**src/rtl/poly_root_search_if.sv**
```systemverilog
// Operand load / result bus shared by the root search core and its front end.
// Carries the go strobe, switch data, and the status and result outputs.
// The master drives go/data_in; the slave (core) drives everything else.
interface poly_root_search_if #(
  parameter int DATA_W = 8
);
  logic              go;
  logic [DATA_W-1:0] data_in;
  logic [1:0]        load_sel;
  logic              busy;
  logic              done;
  logic              found;
  logic [DATA_W-1:0] x_result;

  modport master (
    output go,
    output data_in,
    input  load_sel,
    input  busy,
    input  done,
    input  found,
    input  x_result
  );

  modport slave (
    input  go,
    input  data_in,
    output load_sel,
    output busy,
    output done,
    output found,
    output x_result
  );
endinterface

```
**src/rtl/poly_root_search.sv**
```systemverilog
// Finds the smallest x with A*x^2 + B*x + C == Y (mod 2^DATA_W) by linear search.
// Latency: 5 cycles per candidate; done at cycle 5k+5 for root k, 5*2^DATA_W if none.
// No backpressure: go is a level press/release handshake, ignored while searching.
module poly_root_search #(
  parameter int DATA_W = 8
) (
  input  logic               clk,
  input  logic               resetn,
  poly_root_search_if.slave  bus
);

  typedef enum logic [3:0] {
    S_LOAD_A      = 4'd0,
    S_LOAD_A_WAIT = 4'd1,
    S_LOAD_B      = 4'd2,
    S_LOAD_B_WAIT = 4'd3,
    S_LOAD_C      = 4'd4,
    S_LOAD_C_WAIT = 4'd5,
    S_LOAD_Y      = 4'd6,
    S_LOAD_Y_WAIT = 4'd7,
    S_EVAL_0      = 4'd8,
    S_EVAL_1      = 4'd9,
    S_EVAL_2      = 4'd10,
    S_EVAL_3      = 4'd11,
    S_CHECK       = 4'd12,
    S_DONE        = 4'd13,
    S_DONE_WAIT   = 4'd14
  } state_t;

  localparam logic [DATA_W-1:0] X_LAST = {DATA_W{1'b1}};
  localparam logic [DATA_W-1:0] X_ONE  = {{(DATA_W-1){1'b0}}, 1'b1};

  state_t            state_q;
  state_t            state_d;

  logic [DATA_W-1:0] a_q;
  logic [DATA_W-1:0] b_q;
  logic [DATA_W-1:0] c_q;
  logic [DATA_W-1:0] y_q;
  logic [DATA_W-1:0] x_q;
  logic [DATA_W-1:0] acc_q;
  logic [DATA_W-1:0] x_result_q;
  logic              found_q;
  logic              done_q;
  logic              busy_q;
  logic [1:0]        load_sel_d;

  logic              hit;
  logic              last_x;

  assign hit    = (acc_q == y_q);
  assign last_x = (x_q == X_LAST);

  // State register; reset wins over everything, including an active search.
  always_ff @(posedge clk) begin
    if (!resetn) begin
      state_q <= S_LOAD_A;
    end else begin
      state_q <= state_d;
    end
  end

  // Next-state logic: press/release walk through the loads, then the
  // five-step evaluate/check loop, then wait for acknowledgement.
  always_comb begin
    state_d = state_q;
    case (state_q)
      S_LOAD_A:      if (bus.go)  state_d = S_LOAD_A_WAIT;
      S_LOAD_A_WAIT: if (!bus.go) state_d = S_LOAD_B;
      S_LOAD_B:      if (bus.go)  state_d = S_LOAD_B_WAIT;
      S_LOAD_B_WAIT: if (!bus.go) state_d = S_LOAD_C;
      S_LOAD_C:      if (bus.go)  state_d = S_LOAD_C_WAIT;
      S_LOAD_C_WAIT: if (!bus.go) state_d = S_LOAD_Y;
      S_LOAD_Y:      if (bus.go)  state_d = S_LOAD_Y_WAIT;
      S_LOAD_Y_WAIT: if (!bus.go) state_d = S_EVAL_0;
      S_EVAL_0:      state_d = S_EVAL_1;
      S_EVAL_1:      state_d = S_EVAL_2;
      S_EVAL_2:      state_d = S_EVAL_3;
      S_EVAL_3:      state_d = S_CHECK;
      S_CHECK: begin
        if (hit || last_x) begin
          state_d = S_DONE;
        end else begin
          state_d = S_EVAL_0;
        end
      end
      S_DONE:        if (bus.go)  state_d = S_DONE_WAIT;
      S_DONE_WAIT:   if (!bus.go) state_d = S_LOAD_A;
      default:       state_d = S_LOAD_A;
    endcase
  end

  // Operand select indicator for the front end; zero outside the load phase.
  always_comb begin
    load_sel_d = 2'd0;
    case (state_q)
      S_LOAD_A, S_LOAD_A_WAIT: load_sel_d = 2'd0;
      S_LOAD_B, S_LOAD_B_WAIT: load_sel_d = 2'd1;
      S_LOAD_C, S_LOAD_C_WAIT: load_sel_d = 2'd2;
      S_LOAD_Y, S_LOAD_Y_WAIT: load_sel_d = 2'd3;
      default:                 load_sel_d = 2'd0;
    endcase
  end

  // Operand capture: the register follows data_in every edge in its load
  // state, so the value kept is the one present when go is first seen.
  always_ff @(posedge clk) begin
    if (!resetn) begin
      a_q <= '0;
      b_q <= '0;
      c_q <= '0;
      y_q <= '0;
    end else begin
      case (state_q)
        S_LOAD_A: a_q <= bus.data_in;
        S_LOAD_B: b_q <= bus.data_in;
        S_LOAD_C: c_q <= bus.data_in;
        S_LOAD_Y: y_q <= bus.data_in;
        default: ;
      endcase
    end
  end

  // Horner datapath and candidate/result tracking; every step wraps at DATA_W.
  always_ff @(posedge clk) begin
    if (!resetn) begin
      x_q        <= '0;
      acc_q      <= '0;
      x_result_q <= '0;
      found_q    <= 1'b0;
    end else begin
      case (state_q)
        S_LOAD_Y_WAIT: begin
          if (!bus.go) begin
            x_q        <= '0;
            found_q    <= 1'b0;
            x_result_q <= '0;
          end
        end
        S_EVAL_0: acc_q <= a_q * x_q;
        S_EVAL_1: acc_q <= acc_q + b_q;
        S_EVAL_2: acc_q <= acc_q * x_q;
        S_EVAL_3: acc_q <= acc_q + c_q;
        S_CHECK: begin
          if (hit) begin
            x_result_q <= x_q;
            found_q    <= 1'b1;
          end else if (last_x) begin
            x_result_q <= x_q;
            found_q    <= 1'b0;
          end else begin
            x_q <= x_q + X_ONE;
          end
        end
        default: ;
      endcase
    end
  end

  // Status flags registered from the next state so they line up with state_q.
  always_ff @(posedge clk) begin
    if (!resetn) begin
      busy_q <= 1'b0;
      done_q <= 1'b0;
    end else begin
      busy_q <= (state_d == S_EVAL_0) || (state_d == S_EVAL_1) ||
                (state_d == S_EVAL_2) || (state_d == S_EVAL_3) ||
                (state_d == S_CHECK);
      done_q <= (state_d == S_DONE) || (state_d == S_DONE_WAIT);
    end
  end

  assign bus.load_sel = load_sel_d;
  assign bus.busy     = busy_q;
  assign bus.done     = done_q;
  assign bus.found    = found_q;
  assign bus.x_result = x_result_q;

endmodule

```
**src/flat_wrapper.sv**
```systemverilog
// flat-port wrapper written by rule: the top's interface ports become plain ports
module poly_root_search_flat 
#(
  parameter int DATA_W = 8
)
  (clk, resetn, bus_go, bus_data_in, bus_load_sel, bus_busy, bus_done, bus_found, bus_x_result);
  poly_root_search_if #(.DATA_W(DATA_W)) bus_i ();
  input  logic clk;
  input  logic resetn;
  input wire logic [$bits(bus_i.go)-1:0] bus_go;
  input wire logic [$bits(bus_i.data_in)-1:0] bus_data_in;
  output wire logic [$bits(bus_i.load_sel)-1:0] bus_load_sel;
  output wire logic [$bits(bus_i.busy)-1:0] bus_busy;
  output wire logic [$bits(bus_i.done)-1:0] bus_done;
  output wire logic [$bits(bus_i.found)-1:0] bus_found;
  output wire logic [$bits(bus_i.x_result)-1:0] bus_x_result;
  assign bus_i.go = bus_go;
  assign bus_i.data_in = bus_data_in;
  assign bus_load_sel = bus_i.load_sel;
  assign bus_busy = bus_i.busy;
  assign bus_done = bus_i.done;
  assign bus_found = bus_i.found;
  assign bus_x_result = bus_i.x_result;
  poly_root_search #(.DATA_W(DATA_W)) u_core (.clk(clk), .resetn(resetn), .bus(bus_i));
endmodule
```
**config.mk**
```make
export PLATFORM = sky130hd
export DESIGN_NAME = poly_root_search_flat
export DESIGN_NICKNAME = d
export VERILOG_FILES = /design/src/rtl/poly_root_search_if.sv /design/src/rtl/poly_root_search.sv /design/src/flat_wrapper.sv
export SDC_FILE = /design/constraint.sdc
export NUM_CORES = 1
export LEC_CHECK = 0
export BUFFER_PORTS_ARGS = -buffer_cell sky130_fd_sc_hd__buf_2
export CELL_PAD_IN_SITES_DETAIL_PLACEMENT = 2
export CELL_PAD_IN_SITES_GLOBAL_PLACEMENT = 2
export CORE_ASPECT_RATIO = 0.8
export CORE_UTILIZATION = 38
export CTS_CLUSTER_DIAMETER = 30
export DETAILED_ROUTE_END_ITERATION = 10
export HOLD_SLACK_MARGIN = 0.15
export PLACE_DENSITY = 0.88
export SYNTH_ARGS = -nofsm -noshare
export SYNTH_HDL_FRONTEND = slang
export SYNTH_SLANG_ARGS = --single-unit
export TNS_END_PERCENT = 20
```
**constraint.sdc**
```tcl
create_clock -name clk -period 4.3 [get_ports clk]
set_input_delay 0.215 -clock clk [delete_from_list [all_inputs] [get_ports clk]]
set_output_delay 0.215 -clock clk [all_outputs]
set_load 0.1 [all_outputs]
```
==> results.md, run 1 <==
* Status: finished, final reports clean
* CP required at 4.56 ns
* Synth top area share at 25.7%
* Largest net degree at the start of global routing at 50
* Maximum vdd drop at 358 uV
* 1st-iter DRT viols at 381
* Final Critical Period at between 4 and 5 ns
* Data arrival, critical path at 4.39 ns
* Gpl congestion at 0.840
* Sw Pwr at 0.395 mW
* Die footprint at 0.0134 sq mm
* H-Tree Depth at 3
* Hold depth at 3
* Max Cap Violations at 0
* Boundary Pins at 24
* Postcts setup bufs at 0
* YS warnings at 0
* RSZ-0062 raised after global routing: no
* CP Max Fanout at 7
* CP Class: flip-flop to flip-flop
* Chip height at 104 microns
* Avg Synthesized Cell Area at between 8 and 9 sq um
* Antenna Cells at 0
* Netlist cell types at 51
* Initial Util at 39.6%
* Worst slew margin at 38.8%
* Cell with the most instances after synthesis: nand2_1
* Switching fraction of total power at 25.6%
* Register area share after synthesis at about a quarter
* Slew @ Worst Pin at 0.911 ns
* CP max stage cell: fa_1
* Clk network pwr share at between 50 and 60%
* CP max stage delay at 0.60 ns
* 1st-pass router iterations at 5
* Die Wd at ~130 microns
* Area grow syn2layout at 14.3%
* Vias at 4,584
* Startpoint Class: flip-flop
* Final nets at approximately 700
* WL per Instance at 24.5 microns
* PnR worst setup slack at ~0.16 ns
* Synthesized area at 0.00490 sq mm
* Hpwl dp at ~13 mm
* Area contributors post-synth: dfxtp_1 26%, fa_1 10%, ha_1 10%
* Gr usage total at a little under a third
* Internal at 1.15 mW
* Cell mode on critical path: fa_1
* Sequential Power Share at 39.4%
* Ys async rst share at 0%
* FF-to-FF path depth at 12
* Highest clock rate at ~0.24 GHz
* Primary FF master, synth: dfxtp_1
* Fill cells at 1,356
* Hold Path Class: primary input to flip-flop
* Critical path depth at 12
* CTS tree: built
* Pwr Density at 276 mW/mm^2
* Post-route DRC at 0
* Setup TNS at 0 ns
* CTS clk-pin slew, worst paths at approximately 0.060 ns
* Post-Route WL at 19.7 mm
* Worst Setup End Kind: flip-flop
* Via/cell ratio at 5.69
* Total CTS buffers at 9
* Yosys reg bits at 63
* Longest Clk Path Bufs at 2
* Final Setup Violations at 0
* IO buf count at 23
* Top cells by count, synth: 111 x nand2_1, 63 x dfxtp_1, 55 x inv_1
* Initial antenna violation count at 0
* Pleak at roughly 2.5 nW
* Overflow after GRT at 0
* First-pass GRT wire length at 30.8 mm
* Count of pins over their slew limit at 0
* CP Buf/Inv Count at 1
* Core area at 0.0124 sq mm
* Cells after synthesis at 604
* Number of synthesized flops with an enable pin at 0
* Final hold viol count at 0
* Vias in the first global route at approximately 5,200
* DRT antenna net count at 0
* Comb pwr share at 6.3%
* Clock Latency Late Sink at 0.35 ns
* Clock root buffer: clkbuf_16
* Crit share post-route at 96.2%
* Placement Cell Area at 0.00524 sq mm
* Share of layout cells above drive strength 1 at 13.6%
* Mapped Nets at 680
* CP cell instances: nand2_1 -> fa_1 -> fa_1 -> inv_1 -> fa_1 -> fa_1 -> ha_1 -> xnor2_1 -> nor2_1 -> a211oi_1 -> a31oi_1 -> a21oi_1
* FP Rows at 36
* Leading area contributor after synthesis: dfxtp_1
* Place WS at 0.0410 ns
* Final instance area at 0.00560 sq mm
* Max Clock Skew at 0.00779 ns
* TritonCTS Sinks at 63
* CP top delay family: adder cells
[metal layers]
metal  wire length (microns)  vias to the layer above  track usage (%)
met5                       0                        -                0
li1                        -                     2023                -
met2                    9690                      174             53.5
met4                     630                        0             11.8
met3                    1020                       56             5.79
met1                    8340                     2331             39.1
[per-stage QoR]
stage	hold WS, ns	util, %	total power [mW]	instances
floorplan	0.345	-	0.669	604
global placement	0.439	42.3	0.701	787
detailed placement	0.457	42.3	0.708	787
CTS	0.157	45.1	1.55	805
global route	0.173	45.2	1.58	805
finish	0.157	45.2	1.54	805
[sequential cells by signal, summed over array words and instances, names as in the netlist]
name,count
u_core.a_q,8
u_core.b_q,8
u_core.bus.done,1
u_core.bus.found,1
u_core.c_q,8
u_core.x_q,8
u_core.acc_q,8
u_core.state_q,4
u_core.bus.busy,1
u_core.y_q,8
u_core.bus.x_result,8
[cells by family after synthesis]
family          after synthesis  share of synthesized area (%)
buf+inv                      86                           7.02
fa+ha+maj                    65                           20.4
flops                        63                           25.7
simple gates                223                           22.0
mux                          18                           3.88
xor+xnor                     48                           8.58
compound gates              101                           12.3
[worst register-to-register path: cells and delay by family, from the launching register on]
family / cells / cell delay (ns)
adder cells (fa/ha/maj): 5 / 2.38
AO/OA/AOI/OAI: 3 / 0.69
flip-flops: 1 / 0.51
AND/OR/NAND/NOR: 2 / 0.20
XOR/XNOR: 1 / 0.19
buffers and inverters: 1 / 0.06
[area by class of cell]
type,instances,area (sq um),share of cell area [%]
inverters,56,210,3.75
multi-input cells,455,3300,58.8
clock inverters,6,92.6,1.65
clock buffers,10,239,4.26
repair buffers,44,278,4.96
flip-flops and latches,63,1270,22.8
well taps,171,214,3.82
[power by group through the flow]
stage / combinational (mW) / clock, mW / sequential [mW]
finish: 0.0976 / 0.838 / 0.608
floorplan: 0.0561 / 0 / 0.613
global route: 0.103 / 0.867 / 0.609
global placement: 0.0835 / 0 / 0.618
CTS: 0.0957 / 0.846 / 0.608
detailed placement: 0.0882 / 0 / 0.620
[path summary, 6_finish.rpt]
kind,from,endpoint,slack (ns)
hold reg to reg,u_core.c_q[6],u_core.c_q[6],0.47
hold / removal,bus_data_in[2],u_core.b_q[2],0.16
setup reg to reg,u_core.a_q[2],u_core.acc_q[6],0.16
setup / recovery,u_core.a_q[2],u_core.acc_q[6],0.16
[layout by cell type, fill, tap and decap left out, drive strengths merged, types with 2 or more instances in the layout]
cell type / n
mux2: 8
nor2: 32
ha: 40
inv: 57
or4: 2
nor2b: 10
a211oi: 10
clkbuf: 10
dlygate4sd3: 2
buf: 42
dfxtp: 63
nand2: 112
nand3: 16
a21oi: 52
a21o: 4
o21a: 3
nor4: 4
or3: 2
a22oi: 2
clkinvlp: 2
xnor2: 28
fa: 25
nor3: 2
mux2i: 10
bufinv: 2
nand4: 4
o21ai: 15
and2: 35
a31oi: 4
xor2: 20
o31ai: 3
[timing repair]
item	in CTS	in global routing
endpoints found under the hold margin	4	0
endpoints found under the setup margin	2	2
hold buffers	2	0
gates resized for setup	1	9
gates cloned	0	0
Power figures use the tool's default switching activity.
==> run 2: changes to the inputs <==
==> constraint.sdc (replaced) <==
create_clock -name clk -period 4.3 [get_ports clk]
set_input_delay 0.86 -clock clk [delete_from_list [all_inputs] [get_ports clk]]
set_output_delay 0.86 -clock clk [all_outputs]
set_load 0.1 [all_outputs]
==> results.md, run 2 (same netlist as run 1, synthesis figures left out) <==
* First-pass GRT wire length at between 30 and 40 mm
* CP Class: flip-flop to flip-flop
* Area grow syn2layout at 13.2%
* Antenna Cells at 0
* Most frequent cells in the layout: 111 x nand2_1, 61 x dfxtp_1, 55 x inv_1
* Maximum vdd drop at 237 uV
* CTS tree: built
* Die Wd at ~130 microns
* Longest Clk Path Bufs at 2
* Final Setup Violations at 0
* TritonCTS Sinks at 63
* 1st-pass router iterations at 5
* Post-route DRC at 0
* CTS clk-pin slew, worst paths at 0.06 ns
* Die footprint at 0.0134 sq mm
* Final Critical Period at 4.11 ns
* Chip height at 104 microns
* WL per Instance at 24.5 microns
* Area taken by multi-input logic gates at 0.00330 sq mm
* Cells after DPL at 787
* Status: finished, final reports clean
* Hold depth at 2
* H-Tree Depth at 3
* Final hold viol count at 0
* RSZ-0062 raised after global routing: no
* Initial Util at 39.6%
* 1st-iter DRT viols at 246
* Count of pins over their slew limit at 0
* Worst Setup End Kind: flip-flop
* Fill cells at 1,426
* FP Rows at 36
* Vias at about 4,500
* Setup TNS at 0 ns
* Worst slew margin at 31.3%
* Worst r2r dst: u_core.acc_q[7]
* Initial antenna violation count at 0
* Data arrival, critical path at approximately 4.3 ns
* Startpoint Class: flip-flop
* Most common cell after layout, fill and taps aside: nand2_1
* Crit share post-route at 95.7%
* CP required at 4.52 ns
* Min-Delay Startpoint: u_core.b_q[6]
* FF-to-FF path depth at 14
* DRT antenna net count at 0
* Hpwl dp at 13.3 mm
* Post-CTS Hold Buffers at 0
* IO buf count at 23
* Clock root buffer: clkbuf_16
* Core area at approximately 0.012 sq mm
* Gpl congestion at ~0.84
* Final nets at roughly 700
* Hold Path End: u_core.b_q[6]
* Gr usage total at 31.3%
* Worst Setup SP: u_core.acc_q[2]
* Setup slack, reg-to-reg at 0.19 ns
* Slew @ Worst Pin at 1.03 ns
* R2R Path Start: u_core.acc_q[2]
* Share of layout cells above drive strength 1 at ~13%
* Final Non-Filler Cells at 803
* Overflow after GRT at 0
* Largest net degree at the start of global routing at 33
* Total CTS buffers at 9
* CP Max Fanout at 6
* Pleak at 2.51 nW
* Clock Latency Late Sink at around 0.36 ns
* Boundary Pins at 24
* Max Clock Skew at 0.0223 ns
* Via/cell ratio at 5.65
* Highest clock rate at 0.243 GHz
* Register area at 0.00126 sq mm
* Hold Path Class: flip-flop to flip-flop
* Max Cap Violations at 0
* Vias in the first global route at around 5,200
* Post-Route WL at 19.7 mm
* Pwr Density at 270 mW/mm^2
run 2: repair_timing:
action | in CTS | in global routing
setup endpoints to repair | 0 | 1
buffers inserted | 0 | 0
gates resized for setup | 0 | 2
run 2: worst max-delay path by stage:
stage / to / slack (ns)
finish: u_core.acc_q[7] / 0.19
global route: u_core.acc_q[7] / 0.02
CTS: u_core.acc_q[7] / 0.1
detailed placement: u_core.acc_q[7] / 0.15
global placement: u_core.acc_q[7] / 0.37
floorplan: u_core.acc_q[7] / 0.35
run 2: where the power goes:
group / total (mW) / internal (mW) / switching [mW]
Combinational: 0.0966 / 0.0285 / 0.0681
Sequential: 0.608 / 0.593 / 0.0153
Clock: 0.794 / 0.467 / 0.327
Total: 1.50 / 1.09 / 0.410
run 2: final cells by class:
| type | instances | area share, % |
|---|---|---|
| multi-input cells | 455 | 59.4 |
| flip-flops and latches | 63 | 22.8 |
| repair buffers | 42 | 4.65 |
| clock buffers | 10 | 4.31 |
| well taps | 171 | 3.86 |
| inverters | 56 | 3.79 |
| clock inverters | 6 | 1.22 |
run 2: metrics by stage:
step	cell area [sq um]	hold WS, ns	power (mW)	utilization [%]	setup WS (ns)
finish	5550	0.474	1.50	44.8	0.187
global route	5550	0.495	1.53	44.8	0.0214
CTS	5550	0.480	1.50	44.8	0.0992
detailed placement	5240	0.453	0.709	42.3	0.152
global placement	5240	0.439	0.701	42.3	0.366
floorplan	4900	0.433	0.669	-	0.346
run 2: metal layers:
layer / share of wire, % / vias up / wire, microns / GRT usage, %
li1: - / 2021 / - / -
met2: 49 / 128 / 9730 / 52.3
met3: 4.6 / 55 / 909 / 6.92
met1: 42 / 2329 / 8270 / 38.5
met4: 3.9 / 0 / 761 / 13.7
met5: 0 / - / 0 / 0
run 2: worst max-delay path: stages, from the launching register on:
cell and delay (ns):
dfxtp_1 0.54, nand2_1 0.14, fa_1 0.58, inv_1 0.07
ha_1 0.33, fa_1 0.55, inv_1 0.06, fa_1 0.54
inv_1 0.04, ha_1 0.32, a21oi_1 0.20, xnor2_1 0.16
xnor2_1 0.09, a221oi_1 0.25, a21oi_1 0.11
==> run 3: changes to the inputs <==
--- a/config.mk
+++ b/config.mk
@@ -13,7 +13,7 @@
 export CTS_CLUSTER_DIAMETER = 30
 export DETAILED_ROUTE_END_ITERATION = 10
 export HOLD_SLACK_MARGIN = 0.15
-export PLACE_DENSITY = 0.88
+export PLACE_DENSITY_LB_ADDON = 0.15
 export SYNTH_ARGS = -nofsm -noshare
 export SYNTH_HDL_FRONTEND = slang
 export SYNTH_SLANG_ARGS = --single-unit
==> results.md, run 3 (same netlist as run 1, synthesis figures left out) <==
* Status: finished, final reports clean
* Sequential Power Share at 43.1%
* Longest Clk Path Bufs at 2
* Pleak at between 2 and 3 nW
* 1st-iter DRT viols at roughly 210
* Pwr Density at 254 mW/mm^2
* Boundary Pins at 24
* Post-Route WL at approximately 17 mm
* RSZ-0062 raised after global routing: no
* Via/cell ratio at 5.39
* WL per Instance at 21.2 microns
* CP Max Fanout at 7
* Vias at 4,337
* Crit share post-route at 95.6%
* Post-route DRC at 0
* Switching fraction of total power at 26.9%
* Final hold viol count at 0
* Sw Pwr at approximately 0.38 mW
* Startpoint Class: flip-flop
* Worst slew margin at a little under 40%
* Postcts setup bufs at 0
* Largest net degree at the start of global routing at 37
* Clock root buffer: clkbuf_16
* Initial Util at 39.6%
* 1st-pass router iterations at 4
* Overflow after GRT at 0
* CTS tree: built
* DRT antenna net count at 0
* Core Util, Final at 44.7%
* TritonCTS Sinks at 63
* Final nets at 705
* Post-CTS Hold Buffers at 0
* Comb pwr share at 6.7%
* Gr busiest metal: met2
* Grt met2 use at 44.8%
* Antenna Cells at 0
* Data arrival, critical path at 4.33 ns
* Share of layout cells above drive strength 1 at 13.1%
* Total CTS buffers at 9
* Internal at 1.03 mW
* Hold Path Class: flip-flop to flip-flop
* Worst Setup End Kind: flip-flop
* Die footprint at 0.0134 sq mm
* PnR worst setup slack at 0.187 ns
* Slew @ Worst Pin at ~0.91 ns
* IO buf count at 23
* M3 GR Usage at 2.53%
* Max Clock Skew at 0.00854 ns
* Chip height at 104 microns
* Gr usage total at 27.0%
* CTS clk-pin slew, worst paths at 0.06 ns
* Final Critical Period at about 4.1 ns
* Core area at between 0.01 and 0.015 sq mm
* Clock Latency Late Sink at 0.34 ns
* Placement Cell Area at between 0.005 and 0.006 sq mm
* Max Cap Violations at 0
* Area grow syn2layout at 13.1%
* H-Tree Depth at 3
* Highest clock rate at 0.243 GHz
* Initial antenna violation count at 0
* Most common cell after layout, fill and taps aside: nand2_1
* Gpl congestion at 0.815
* Count of pins over their slew limit at 0
* Most frequent cells in the layout: 111 x nand2_1, 59 x dfxtp_1, 55 x inv_1
* GR Util met1 at 37.2%
* Hpwl dp at 12.7 mm
* FP Rows at 36
* First-pass GRT wire length at 26.7 mm
* Final Setup Violations at 0
* Setup TNS at 0 ns
* Maximum vdd drop at ~200 uV
* Place WS at 0.163 ns
* CP required at 4.51 ns
* Clk network pwr share at 50.2%
* Vias in the first global route at between 4,000 and 5,000
* CP Class: flip-flop to flip-flop
* Die Wd at 129 microns
* Final instance area at ~0.0055 sq mm
* Post-CTS sizing at 0
* Fill cells at 1,416
==> run 3: cell count changes in the layout (fill, tap and decap cells not counted) <==
cell and delta:
bufinv_16 -1, clkinvlp_4 +1, dfxtp_2 +2, buf_4 +2
dfxtp_1 -2
==> run 3: worst paths after layout <==
kind	startpoint	cells past startpoint	to	slack [ns]
worst max register to register	u_core.x_q[4]	14	u_core.acc_q[7]	0.19
worst min register to register	u_core.c_q[7]	2	u_core.c_q[7]	0.46
worst min-delay path	u_core.c_q[7]	2	u_core.c_q[7]	0.46
worst max-delay path	u_core.x_q[4]	14	u_core.acc_q[7]	0.19
==> run 3: worst max-delay path, stage by stage, from the launching register on <==
cell and delay [ns]:
dfxtp_1 0.53, nand2_1 0.14, fa_1 0.46, fa_1 0.54, inv_1 0.05, fa_1 0.47
inv_1 0.06, fa_1 0.43, xor2_1 0.25, xnor2_1 0.20, xnor2_1 0.13, xnor2_1 0.25
xnor2_1 0.10, a221oi_1 0.26, a21oi_1 0.11
==> run 3: power by group through the flow <==
stage,sequential (mW),combinational [mW],clock [mW]
after floorplan,0.613,0.0561,0
after global placement,0.619,0.0868,0
after detailed placement,0.619,0.0906,0
after CTS,0.607,0.0934,0.710
after global routing,0.608,0.0997,0.734
final,0.608,0.0940,0.709
==> run 3: routing by layer <==
metal	part of all wire [%]	vias to the layer above
li1	-	2027
met1	48	2225
met2	48	73
met3	2.9	12
met4	1.4	0
met5	0	-
==> run 3: final cells by class <==
class	instances	area, sq um	share of cell area [%]
multi-input cells	455	3300	59.5
clock buffers	10	239	4.31
repair buffers	44	273	4.92
well taps	171	214	3.86
clock inverters	6	45.0	0.813
inverters	56	210	3.79
flip-flops and latches	63	1270	22.8
==> run 3: through the flow <==
step           hold slack [ns]  power (mW)  instances
2_1_floorplan            0.433       0.669        604
3_3_place_gp             0.438       0.706        789
3_5_place_dp             0.451       0.710        789
4_1_cts                  0.459        1.41        805
5_1_grt                  0.470        1.44        805
6_report                 0.457        1.41        805
